===== src/rtl/ram_1p_rr_arb.sv =====
`default_nettype none
// ram_1p_rr_arb: two-host round-robin front end for a single-port RAM macro.
// Rev 1.0 -- one access per cycle, read data returned one cycle after grant.
module ram_1p_rr_arb #(
  parameter  int Width = 32,
  parameter  int Depth = 512,
  localparam int Aw    = $clog2(Depth)
) (
  input  logic             clk_i,
  input  logic             rst_ni,

  input  logic             h0_req_i,
  input  logic             h0_write_i,
  input  logic [Aw-1:0]    h0_addr_i,
  input  logic [Width-1:0] h0_wdata_i,
  input  logic [Width-1:0] h0_wmask_i,
  output logic             h0_gnt_o,
  output logic             h0_rvalid_o,
  output logic [Width-1:0] h0_rdata_o,

  input  logic             h1_req_i,
  input  logic             h1_write_i,
  input  logic [Aw-1:0]    h1_addr_i,
  input  logic [Width-1:0] h1_wdata_i,
  input  logic [Width-1:0] h1_wmask_i,
  output logic             h1_gnt_o,
  output logic             h1_rvalid_o,
  output logic [Width-1:0] h1_rdata_o,

  output logic             mem_req_o,
  output logic             mem_write_o,
  output logic [Aw-1:0]    mem_addr_o,
  output logic [Width-1:0] mem_wdata_o,
  output logic [Width-1:0] mem_wmask_o,
  input  logic [Width-1:0] mem_rdata_i
);

  logic prio_q,     prio_d;
  logic rd_pend_q,  rd_pend_d;
  logic rd_owner_q, rd_owner_d;
  logic h0_win,     h1_win;

  always_comb begin
    h0_win = h0_req_i & (~h1_req_i | ~prio_q);
    h1_win = h1_req_i & (~h0_req_i |  prio_q);
  end

  // Gating with rst_ni keeps the macro untouched while reset is held.
  assign h0_gnt_o  = h0_win & rst_ni;
  assign h1_gnt_o  = h1_win & rst_ni;
  assign mem_req_o = h0_gnt_o | h1_gnt_o;

  always_comb begin
    mem_write_o = 1'b0;
    mem_addr_o  = '0;
    mem_wdata_o = '0;
    mem_wmask_o = '0;
    if (h0_gnt_o) begin
      mem_write_o = h0_write_i;
      mem_addr_o  = h0_addr_i;
      mem_wdata_o = h0_wdata_i;
      mem_wmask_o = h0_wmask_i;
    end else if (h1_gnt_o) begin
      mem_write_o = h1_write_i;
      mem_addr_o  = h1_addr_i;
      mem_wdata_o = h1_wdata_i;
      mem_wmask_o = h1_wmask_i;
    end
  end

  always_comb begin
    prio_d = prio_q;
    if (h0_gnt_o) begin
      prio_d = 1'b1;
    end else if (h1_gnt_o) begin
      prio_d = 1'b0;
    end
    rd_pend_d  = (h0_gnt_o & ~h0_write_i) | (h1_gnt_o & ~h1_write_i);
    rd_owner_d = rd_pend_d ? h1_gnt_o : rd_owner_q;
  end

  always_ff @(posedge clk_i or negedge rst_ni) begin
    if (!rst_ni) begin
      prio_q     <= 1'b0;
      rd_pend_q  <= 1'b0;
      rd_owner_q <= 1'b0;
    end else begin
      prio_q     <= prio_d;
      rd_pend_q  <= rd_pend_d;
      rd_owner_q <= rd_owner_d;
    end
  end

  assign h0_rvalid_o = rd_pend_q & ~rd_owner_q;
  assign h1_rvalid_o = rd_pend_q &  rd_owner_q;
  assign h0_rdata_o  = h0_rvalid_o ? mem_rdata_i : '0;
  assign h1_rdata_o  = h1_rvalid_o ? mem_rdata_i : '0;

endmodule
`default_nettype wire


===== config.mk =====
export PLATFORM = sky130hd
export DESIGN_NAME = ram_1p_rr_arb
export DESIGN_NICKNAME = d
export VERILOG_FILES = /design/src/rtl/ram_1p_rr_arb.sv
export SDC_FILE = /design/constraint.sdc
export NUM_CORES = 1
export LEC_CHECK = 0
export CELL_PAD_IN_SITES_DETAIL_PLACEMENT = 0
export CELL_PAD_IN_SITES_GLOBAL_PLACEMENT = 1
export CORE_AREA = 2 2 127 129
export CTS_BUF_LIST = sky130_fd_sc_hd__clkbuf_4
export DETAILED_ROUTE_END_ITERATION = 10
export DIE_AREA = 0 0 129 131
export GPL_TIMING_DRIVEN = 1
export HOLD_SLACK_MARGIN = 0.02
export PLACE_DENSITY_LB_ADDON = 0.1
export SKIP_CTS_REPAIR_TIMING = 1
export SYNTH_ARGS = -nofsm -noshare
export SYNTH_HDL_FRONTEND = slang
export SYNTH_SLANG_ARGS = --single-unit

===== constraint.sdc =====
create_clock -name clk_i -period 1.8 [get_ports clk_i]
set_input_delay 0.45 -clock clk_i [delete_from_list [all_inputs] [get_ports clk_i]]
set_output_delay 0.45 -clock clk_i [all_outputs]
set_load 0.02 [all_outputs]

# After elaboration in Yosys (flattened, before gate mapping)
# Index checks and enable logic that the tools add are counted.
# totals
mem_bits_rw	0
n_memories	0
mem_bits_ro	0
reg_bits	3
out_inout_bits	143
latchBits	0
inputBits	184
# op_classes
n_mul	0
n_div	0
muxes	12
n_shift	0
n_eq_ne	0
n_lt_le_gt_ge	0
bitwise	18
reduce_logical	1
add_sub_neg	0
# ops
cell	n
32-bit 2-to-1 mux	6
9-bit 2-to-1 mux	2
1-bit bitwise AND	8
1-bit NOT	6
1-bit 2-to-1 mux	4
1-bit OR	4
2-bit nonzero test	1

# Logic depth before layout (Yosys ltp)
# Gate-level depths: netlist (run 1).
# logic_depth
depth_word	6
ltp_mapped	6
mapped_depth_nobuf	3

# Worst setup path before layout (run 1)
# No wires, ideal clock.
# synth_path
path_type	flip-flop to output port
startpoint	register prio_q
endpoint	output port mem_wdata_o[0]
setup_slack_ns	0.031
stages_incl_launch_ff	7
arrival_ns	1.319
n_path_buf	3
t_required_ns	1.350
cell_sequence	dfrtp_1 nand2b_1 and3_1 buf_2 buf_6 buf_6 a22o_1
# synth_between
elab_chain_len	5
# synth_lines
element	line_no	text
from (decl)	38	logic prio_q, prio_d;
from (signal assigned)	88	prio_q <= prio_d;
1-bit OR or 1-bit NOT (tied branches)	45, 44	
1-bit bitwise AND or 1-bit OR (tied branches)	45, 44	
1-bit bitwise AND, on equally long branches	50, 44	
32-bit 2-to-1 mux or 1-bit bitwise AND (tied branches)	63, 49	
32-bit 2-to-1 mux *	58	if (h0_gnt_o) begin
to (decl)	33	output logic [Width-1:0] mem_wdata_o,
# Every way passes the cells marked *; elsewhere a longest branch is shown, timed or not.

# Worst setup path in the final report (run 1)
# layout_path
startpoint	register prio_q
endpoint	output port mem_wmask_o[11]
# layout_between
elab_chain_len	5
# layout_lines
element	line_no	text
1-bit OR or 1-bit NOT (tied branches)	45, 44	
1-bit bitwise AND or 1-bit OR (tied branches)	45, 44	
1-bit bitwise AND, on equally long branches	50, 44	
32-bit 2-to-1 mux or 1-bit bitwise AND (tied branches)	63, 49	
32-bit 2-to-1 mux *	58	
to (decl)	34	output logic [Width-1:0] mem_wmask_o,
# Marks and branches as above.

==> summary.txt, run 1 <==
Status
  – Outcome: finished with violations
  – Failing checks: setup timing

Worst setup path
  – Setup Crit Path Kind: flop to primary output
  – Worst Setup SP: prio_q
  – Crit. End Element: primary output
  – Crit path DAT: ~1.6 ns
  – Reg2reg end: rd_pend_q
  – Req. time, crit path: 1.35 ns
  – Worst reg-to-reg setup slack: between 0.2 and 0.25 ns
  – Worst r2r path cells: 8
  – Crit Path Max Fanout: 7
  – Worst setup path endpoint: mem_wmask_o[11]
  – Crit path launch type: flop
  – Worst r2r src: prio_q

Routing
  – Vias/cell: 3.92
  – Initial DRC count: 56
  – First-pass DRT Iterations: 4
  – DRC Markers: 0
  – Via count: 2,943
  – Final wirelength: ~13 mm
  – Post-DR wirelength/cell: about 18 µm
  – Final antenna-violating net count: 0

STA
  – Slew Viols, Final: 0
  – Worst slew pin tran: ~0.27 ns
  – Maximum clock frequency: between 400 and 500 MHz
  – Final Hold Slack: ~0.19 ns
  – Min cycle time layout: 2.08 ns
  – RSZ-0062 raised after global routing: true
  – Slew headroom: between 80 and 90%
  – Final count of negative-setup-slack endpoints: 76
  – Final Hold Fails: 0
  – PnR worst setup slack: -0.285 ns
  – Final period util: 116%
  – Clock skew: between 0.0015 and 0.002 ns

Layout
  – Fin nets: approximately 720
  – Number of fill cells in the layout: between 1,500 and 2,000
  – Post-layout instance area: about 5400 µm²
  – Synthesis-to-layout area growth: 301%
  – Layout cells sized above 1: 31.8%
  – Final Non-Filler Cells: approximately 750
  – Layout Utilization: between 30% and 40%

Global routing
  – Global-route wire length before repair: approximately 15 mm
  – GRT Total Usage: about an eighth
  – Initial antenna violation count: 1
  – Vias in the first global route: approximately 2,700
  – Global route overflow: 0
  – Pin count of the biggest net entering global routing: 37

Place
  – Placed Instances: between 700 and 800
  – Post-DP Area: roughly 5000 µm²
  – Post-DP HPWL: between 9 and 10 mm
  – Pre-CTS setup slack: -1.01 ns
  – Input/output buffers: ~330
  – Gpl congestion: 0.695

Clock tree
  – CTS tree: built
  – Worst skew pair latency: approximately 0.23 ns
  – Clk root buf: clkbuf_4
  – Clock Tree Buf Depth: 2
  – Total CTS buffers: 3
  – H-tree Lvls: 1
  – Sinks on Clock Net: 3
  – Clock slew at reported path FFs: 0.04 ns

Floorplan
  – Chip Height: approximately 130 µm
  – I/O pin total: around 330
  – Starting Density: around 8.7%
  – Die Area: 16,900 µm²
  – # rows: 46
  – Core ar.: roughly 16,000 µm²
  – Die Wd: 129 µm

Logic synthesis
  – Most used DFF post-synth: dfrtp_1
  – Commonest cells in the netlist: a22o_1, and2_1, and3_1, clkbuf_1, buf_2
  – Ys Warns: 0
  – Syn Std Cell Area: 1360 µm²
  – Synth area leaders: a22o_1, and2_1, and3_1
  – Register area share after synthesis: about 5.5%
  – Yosys top cell area share: slightly below 50%
  – Distinct cells, synth: 17
  – Cells after Synth: roughly 180
  – Most frequent cell after synthesis: a22o_1
  – Area leader, netlist: a22o_1
  – Post-synth EDFFs: 0
  – Syn Nets: 365
  – Yosys reg bits: 3
  – FFs w/ async S/R, synth: 100%
  – Synth Area per Inst: roughly 7.5 µm²

Flow run
  – Max_cap viols: 0

Min path
  – Hold/Removal Path Class: primary input to async pin

Power
  – Maximum vdd ir drop: ~0.12 mV
  – Pleak: about 3.0 nW
  – Power per cell area: 336 nW/µm²
worst min path at each step:
stage	from	endpoint	slack [ns]	cells past startpoint
2_1_floorplan	rst_ni	prio_q	0.15	0
3_3_place_gp	prio_q	prio_q	0.59	2
3_5_place_dp	prio_q	prio_q	0.58	2
4_1_cts	rst_ni	prio_q	0.57	2
5_1_grt	rst_ni	rd_owner_q	0.19	2
6_report	rst_ni	prio_q	0.19	2
layout make-up:
| type | count | area [µm²] | share of cell area (%) |
|---|---|---|---|
| antenna | 1 | 2.50 | 0.0459 |
| clock buffer | 4 | 30.0 | 0.551 |
| inverter | 3 | 11.3 | 0.207 |
| multi-input combinational | 150 | 1160 | 21.2 |
| sequential | 3 | 75.1 | 1.38 |
| tap | 216 | 270 | 4.96 |
| timing repair buffer | 374 | 3900 | 71.6 |
stage by stage:
stage                     power (mW)  setup TNS [ns]
after detailed placement        1.53          -89.67
after global placement          1.53          -89.91
after CTS                       1.67          -95.52
after floorplan                0.637               0
after global routing            1.93          -22.18
final                           1.83          -16.94
cells by family (layout without fill, tap and decap cells):
kind of cell	count (synthesis)	in the layout	synth area share (%)
AOI/OAI and AO/OA	80	80	51.1
buffers and inverters	29	381	11.9
DFF	3	3	5.52
other	0	1	0
and+or+nand+nor	69	70	31.6
flip-flops by register name, summed over array words and instances (netlist names):
name	cells
rd_pend_q	1
prio_q	1
rd_owner_q	1
placed cells by master (no fill, tap or decap), types with 6 or more instances in the layout:
cell type,n
clkdlybuf4s50_1,180
a22o_1,75
buf_6,69
clkbuf_2,44
and2_1,33
dlymetal6s2s_1,33
and3_1,32
buf_4,20
clkbuf_16,11
buf_12,8
buf_8,6
power breakdown:
| part | internal [mW] | switching, mW | leakage [nW] | total [mW] |
|---|---|---|---|---|
| sequential | 0.0772 | 0.00810 | 0.0374 | 0.0853 |
| clock | 0.0983 | 0.0373 | 0.0184 | 0.136 |
| combinational | 0.939 | 0.673 | 2.98 | 1.61 |
layer usage:
metal  routed length (µm)  vias to the layer above  track usage, %
met1                 4420                     1337            10.8
met2                 7460                      172            24.8
li1                     -                     1424               -
met3                 1180                       10            4.03
met5                    0                        -               0
met4                  110                        0            1.15
critical path, stage by stage (launching register included):
cell       delay [ns]
dfrtp_1          0.38
buf_6            0.13
a21oi_4          0.19
buf_12           0.18
buf_4            0.13
clkbuf_16        0.12
a22o_1           0.13
buf_4            0.13
Power figures use the tool's default switching activity.
==> run 2: changes to the inputs <==
--- a/config.mk
+++ b/config.mk
@@ -5,6 +5,7 @@
 export SDC_FILE = /design/constraint.sdc
 export NUM_CORES = 1
 export LEC_CHECK = 0
+export CAP_MARGIN = 0
 export CELL_PAD_IN_SITES_DETAIL_PLACEMENT = 0
 export CELL_PAD_IN_SITES_GLOBAL_PLACEMENT = 1
 export CORE_AREA = 2 2 127 129
==> constraint.sdc (replaced) <==
create_clock -name clk_i -period 1.7 [get_ports clk_i]
set_input_delay 0.425 -clock clk_i [delete_from_list [all_inputs] [get_ports clk_i]]
set_output_delay 0.425 -clock clk_i [all_outputs]
set_load 0.02 [all_outputs]
==> summary.txt, run 2 (same netlist as run 1, synthesis figures left out) <==
Status
  – Outcome: finished with violations
  – Failing checks: setup timing

Routing
  – Initial DRC count: 56
  – DRC Markers: 0
  – M1 wire length: roughly 4.1 mm
  – Final wirelength: about 12 mm
  – Final antenna-violating net count: 0
  – Met2 wire length: around 6.8 mm
  – Top sig layer: met4
  – Post-DR wirelength/cell: 16.7 µm
  – Via count: roughly 2,900
  – Vias/cell: 3.92
  – WL met3: roughly 1.3 mm
  – First-pass DRT Iterations: 4

Layout
  – Synthesis-to-layout area growth: 287%
  – Biggest regs: prio_q x1, rd_owner_q x1, rd_pend_q x1
  – Number of fill cells in the layout: between 1,500 and 2,000
  – Most common cell after layout, fill and taps aside: clkdlybuf4s50_1
  – Layout cells sized above 1: between 30% and 40%
  – Storage cell area: approximately 76 µm²
  – Most frequent cells in the layout: clkdlybuf4s50_1, buf_6, a22o_1
  – Final Non-Filler Cells: about 730
  – Fin nets: approximately 700
  – Multi-input logic area: approximately 1300 µm²

STA
  – Clock skew: between 0.004 and 0.005 ns
  – Worst slew pin tran: about 0.25 ns
  – Final count of negative-setup-slack endpoints: 86
  – Min cycle time layout: slightly above 2 ns
  – Maximum clock frequency: between 400 and 500 MHz
  – Final period util: 120%
  – PnR worst setup slack: -0.348 ns
  – Slew Viols, Final: 0
  – TNS Setup: -23.37 ns
  – RSZ-0062 raised after global routing: true
  – Slew headroom: between 80% and 90%
  – Final Hold Fails: 0

Flow run
  – Max_cap viols: 0

Clock tree
  – Total CTS buffers: 3
  – Clk root buf: clkbuf_4
  – CTS tree: built
  – Clock Tree Buf Depth: 2
  – H-tree Lvls: 1
  – Worst skew pair latency: between 0.2 and 0.25 ns
  – Clock slew at reported path FFs: around 0.04 ns
  – Sinks on Clock Net: 3

Floorplan
  – Chip Height: approximately 130 µm
  – Core ar.: ~16,000 µm²
  – Die Area: approximately 17,000 µm²
  – Die Wd: roughly 130 µm
  – # rows: 46
  – Starting Density: between 8 and 9%
  – I/O pin total: between 300 and 400

Global routing
  – GRT Total Usage: between 10% and 20%
  – Global-route wire length before repair: around 15 mm
  – Global route overflow: 0
  – Vias in the first global route: roughly 2,600
  – Initial antenna violation count: 1
  – Pin count of the biggest net entering global routing: 47

Power
  – Pleak: 2.59 nW
  – Clock power share: 7.3%
  – Sw Ratio: 39.4%
  – Net switching power: 0.755 mW
  – Comb power frac: 87.6%
  – Power Total: between 1.5 and 2 mW
  – Share of total power in sequential cells: 5.1%
  – Power per cell area: ~360 nW/µm²
  – Maximum vdd ir drop: about 0.14 mV
  – P_int: ~1.2 mW

Worst setup path
  – Crit. End Element: primary output
  – Worst-path cell chain: nand2b_4, and3_4, buf_8, clkbuf_16, a22o_4, buf_6
  – Crit path launch type: flop
  – Crit Path Max Fanout: 7
  – Setup Crit Path Kind: flop to primary output
  – Req. time, crit path: 1.27 ns
  – Slowest CP cell: dfrtp_1
  – Worst Path Buf+Inv: 3
  – Family with the most delay on the worst path: buffers and inverters
  – Crit path DAT: around 1.6 ns
  – Crit-path max cell delay: between 0.4 and 0.5 ns

Place
  – Pre-CTS setup slack: -1.16 ns
  – Gpl congestion: approximately 0.70
  – Post-DP HPWL: approximately 9.4 mm
  – Placed Instances: between 700 and 800
  – Input/output buffers: 326

Min path
  – Hold/Removal Path Class: primary input to async pin
## run 2: changes by cell type in the layout (fill, tap and decap cells not counted), sizes merged
cell	previous run	this run
and3	34	33
buf	106	110
clkbuf	59	64
dlymetal6s2s	33	7
## run 2: final cells by class
cell class | count | area share, %
Inverter | 3 | 0.214
Timing Repair Buffer | 357 | 67.5
Clock buffer | 4 | 0.571
Antenna cell | 1 | 0.0476
Tap cell | 216 | 5.14
Multi-Input combinational cell | 149 | 25.1
Sequential cell | 3 | 1.45
## run 2: per-layer routing
metal  vias to the layer above  GRT usage, %
li1                       1390             -
met1                      1304          10.8
met2                       170          23.3
met3                         8          4.28
met4                         0          1.73
met5                         -             0
## run 2: worst paths after layout
kind	startpoint	to	slack (ns)	depth (start not counted)
worst max-delay path	prio_q	mem_wdata_o[4]	-0.35	6
worst min-delay path	rst_ni	prio_q	0.13	2
worst max register to register	prio_q	rd_pend_q	0.26	6
worst min register to register	prio_q	prio_q	0.59	2
max in group asynchronous	rst_ni	rd_owner_q	1.46	2
min in group clk_i	prio_q	prio_q	0.59	2
## run 2: power by group through the flow
stage	Clock [mW]	Combinational, mW	Sequential (mW)
finish	0.141	1.68	0.0971
global route	0.157	1.77	0.0990
CTS	0.147	1.58	0.0898
detailed placement	0	1.58	0.0905
global placement	0	1.58	0.0904
floorplan	0	0.630	0.0933
## run 2: through the flow
step | cell area, µm² | util (%) | hold WS, ns
after floorplan | 1530 | - | 0.129
after global placement | 5080 | 32.6 | 0.608
after detailed placement | 5080 | 32.6 | 0.586
after CTS | 5110 | 32.8 | 0.558
after global routing | 5260 | 33.7 | 0.137
final | 5260 | 33.7 | 0.130
==> run 3: changes to the inputs <==
--- a/config.mk
+++ b/config.mk
@@ -12,6 +12,7 @@
 export CTS_BUF_LIST = sky130_fd_sc_hd__clkbuf_4
 export DETAILED_ROUTE_END_ITERATION = 10
 export DIE_AREA = 0 0 129 131
+export DONT_BUFFER_PORTS = 1
 export GPL_TIMING_DRIVEN = 1
 export HOLD_SLACK_MARGIN = 0.02
 export PLACE_DENSITY_LB_ADDON = 0.1
==> summary.txt, run 3 (same netlist as run 1, synthesis figures left out) <==
Global routing
  – Global-route wire length before repair: between 8 and 9 mm
  – Global route overflow: 0
  – Pin count of the biggest net entering global routing: 45
  – GRT Total Usage: about 6.5%
  – Vias in the first global route: between 1,000 and 1,500
  – Initial antenna violation count: 0

Worst setup path
  – Worst r2r path cells: 4
  – Crit. End Element: primary output
  – Crit-path max cell delay: around 0.42 ns
  – Worst r2r src: prio_q
  – Crit path DAT: ~1.6 ns
  – Crit Path Max Fanout: 8
  – Reg2reg end: rd_pend_q
  – Setup Crit Path Kind: flop to primary output
  – Worst-path cell chain: nand2b_4, and3_4, buf_4, clkbuf_16, a22o_4
  – Req. time, crit path: 1.27 ns
  – Worst reg-to-reg setup slack: ~0.45 ns
  – Slowest CP cell: dfrtp_1
  – Worst Setup SP: prio_q
  – Crit path launch type: flop

Layout
  – Number of fill cells in the layout: between 1,500 and 2,000
  – Multi-input logic area: 1670 µm²
  – Layout cells sized above 1: between 60% and 70%
  – Layout Utilization: about 16%
  – Biggest regs: prio_q x1, rd_owner_q x1, rd_pend_q x1
  – Fin nets: between 300 and 400
  – Synthesis-to-layout area growth: 81.7%
  – Most common cell after layout, fill and taps aside: a22o_4
  – # diodes: 0
  – Storage cell area: roughly 76 µm²
  – Post-layout instance area: about 2500 µm²
  – Most frequent cells in the layout: a22o_4, and3_1, and2_4

STA
  – PnR worst setup slack: -0.320 ns
  – Slew headroom: 80.7%
  – Final Hold Slack: 0.354 ns
  – Clock skew: 0.00261 ns
  – Final period util: 119%
  – TNS Setup: -16.07 ns
  – Worst slew pin tran: approximately 0.29 ns
  – Min cycle time layout: ~2.0 ns
  – Slew Viols, Final: 0
  – Maximum clock frequency: 495 MHz
  – Final Hold Fails: 0
  – RSZ-0062 raised after global routing: true
  – Final count of negative-setup-slack endpoints: 76

Place
  – Post-DP HPWL: around 6.0 mm
  – Input/output buffers: 0
  – Pre-CTS setup slack: -0.0978 ns
  – Gpl congestion: about 0.71
  – Post-DP Area: roughly 1900 µm²

Routing
  – Via count: about 1,700
  – Final wirelength: 8.26 mm
  – Vias/cell: ~4.1
  – DRC Markers: 0
  – First-pass DRT Iterations: 4
  – Initial DRC count: 32
  – Post-DR wirelength/cell: ~20 µm
  – Final antenna-violating net count: 0

Clock tree
  – Worst skew pair latency: around 0.23 ns
  – Clock Tree Buf Depth: 2
  – Clk root buf: clkbuf_4
  – Sinks on Clock Net: 3
  – Clock slew at reported path FFs: 0.04 ns
  – H-tree Lvls: 1
  – Total CTS buffers: 3
  – CTS tree: built

Power
  – Maximum vdd ir drop: 0.125 mV
  – Power per cell area: between 400 and 500 nW/µm²
  – Pleak: approximately 1.2 nW

Floorplan
  – I/O pin total: 327
  – Die Area: 16,900 µm²
  – Die Wd: approximately 130 µm
  – # rows: 46
  – Starting Density: 8.72%
  – Chip Height: between 100 and 150 µm
  – Core ar.: 15,600 µm²

Min path
  – Worst Hold Launch: h0_write_i
  – Destination of the worst hold path: rd_owner_q
  – Hold/Removal Path Class: primary input to flop
  – Hold depth: 2

Status
  – Outcome: finished with violations
  – Failing checks: setup timing

Flow run
  – Max_cap viols: 0
[run 3: changes by cell type in the layout (fill, tap and decap cells not counted), moves of 3 or more]
cell             previous run  this run
a22o_1                     56        14
a22o_2                      0        13
a22o_4                     19        48
and2_1                     32         1
and2_4                      1        32
buf_12                     10         6
buf_2                       3         0
buf_4                      14         6
buf_6                      81        12
clkbuf_2                   55         0
clkdlybuf4s50_1           180         0
dlymetal6s2s_1              7         0
[run 3: worst max path at each step]
stage / endpoint / slack [ns] / cells after the start
3_3_place_gp: mem_wmask_o[22] / -0.11 / 5
3_5_place_dp: mem_wmask_o[22] / -0.1 / 5
2_1_floorplan: mem_wdata_o[0] / -0.009 / 6
6_report: mem_wdata_o[0] / -0.32 / 5
4_1_cts: mem_wmask_o[22] / -0.36 / 5
5_1_grt: mem_wmask_o[29] / -0.38 / 5
[run 3: critical path, delay by kind of cell (launching register included)]
family / cells / cell delay (ns)
AOI/OAI and AO/OA: 1 / 0.25
buffers and inverters: 2 / 0.32
DFF: 1 / 0.42
and+or+nand+nor: 2 / 0.37
[run 3: layout make-up]
cell class	count	share of cell area (%)
Tap cell	216	10.9
Timing Repair Buffer	30	16.8
Sequential cell	3	3.09
Clock buffer	4	1.22
Inverter	3	0.456
Multi-Input combinational cell	149	67.5
[run 3: routing by layer]
layer | global-route usage (%) | share of wire, % | routed length [µm] | up-vias
li1 | - | - | - | 723
met1 | 6.68 | 35 | 2880 | 781
met2 | 13.3 | 57 | 4690 | 164
met3 | 1.83 | 8.3 | 684 | 2
met4 | 0.767 | 0.048 | 4 | 0
met5 | 0 | 0 | 0 | -
[run 3: through the flow]
| stage | std cells | power (mW) |
|---|---|---|
| final | 405 | 1.19 |
| after global routing | 405 | 1.25 |
| after CTS | 394 | 1.00 |
| after detailed placement | 390 | 0.852 |
| after global placement | 390 | 0.864 |
| after floorplan | 181 | 0.723 |
[run 3: where the power goes]
| group | switching (mW) | leakage [nW] | internal [mW] | total (mW) |
|---|---|---|---|---|
| clock | 0.0375 | 0.0184 | 0.104 | 0.141 |
| combinational | 0.547 | 1.11 | 0.402 | 0.948 |
| sequential | 0.0125 | 0.0363 | 0.0828 | 0.0953 |
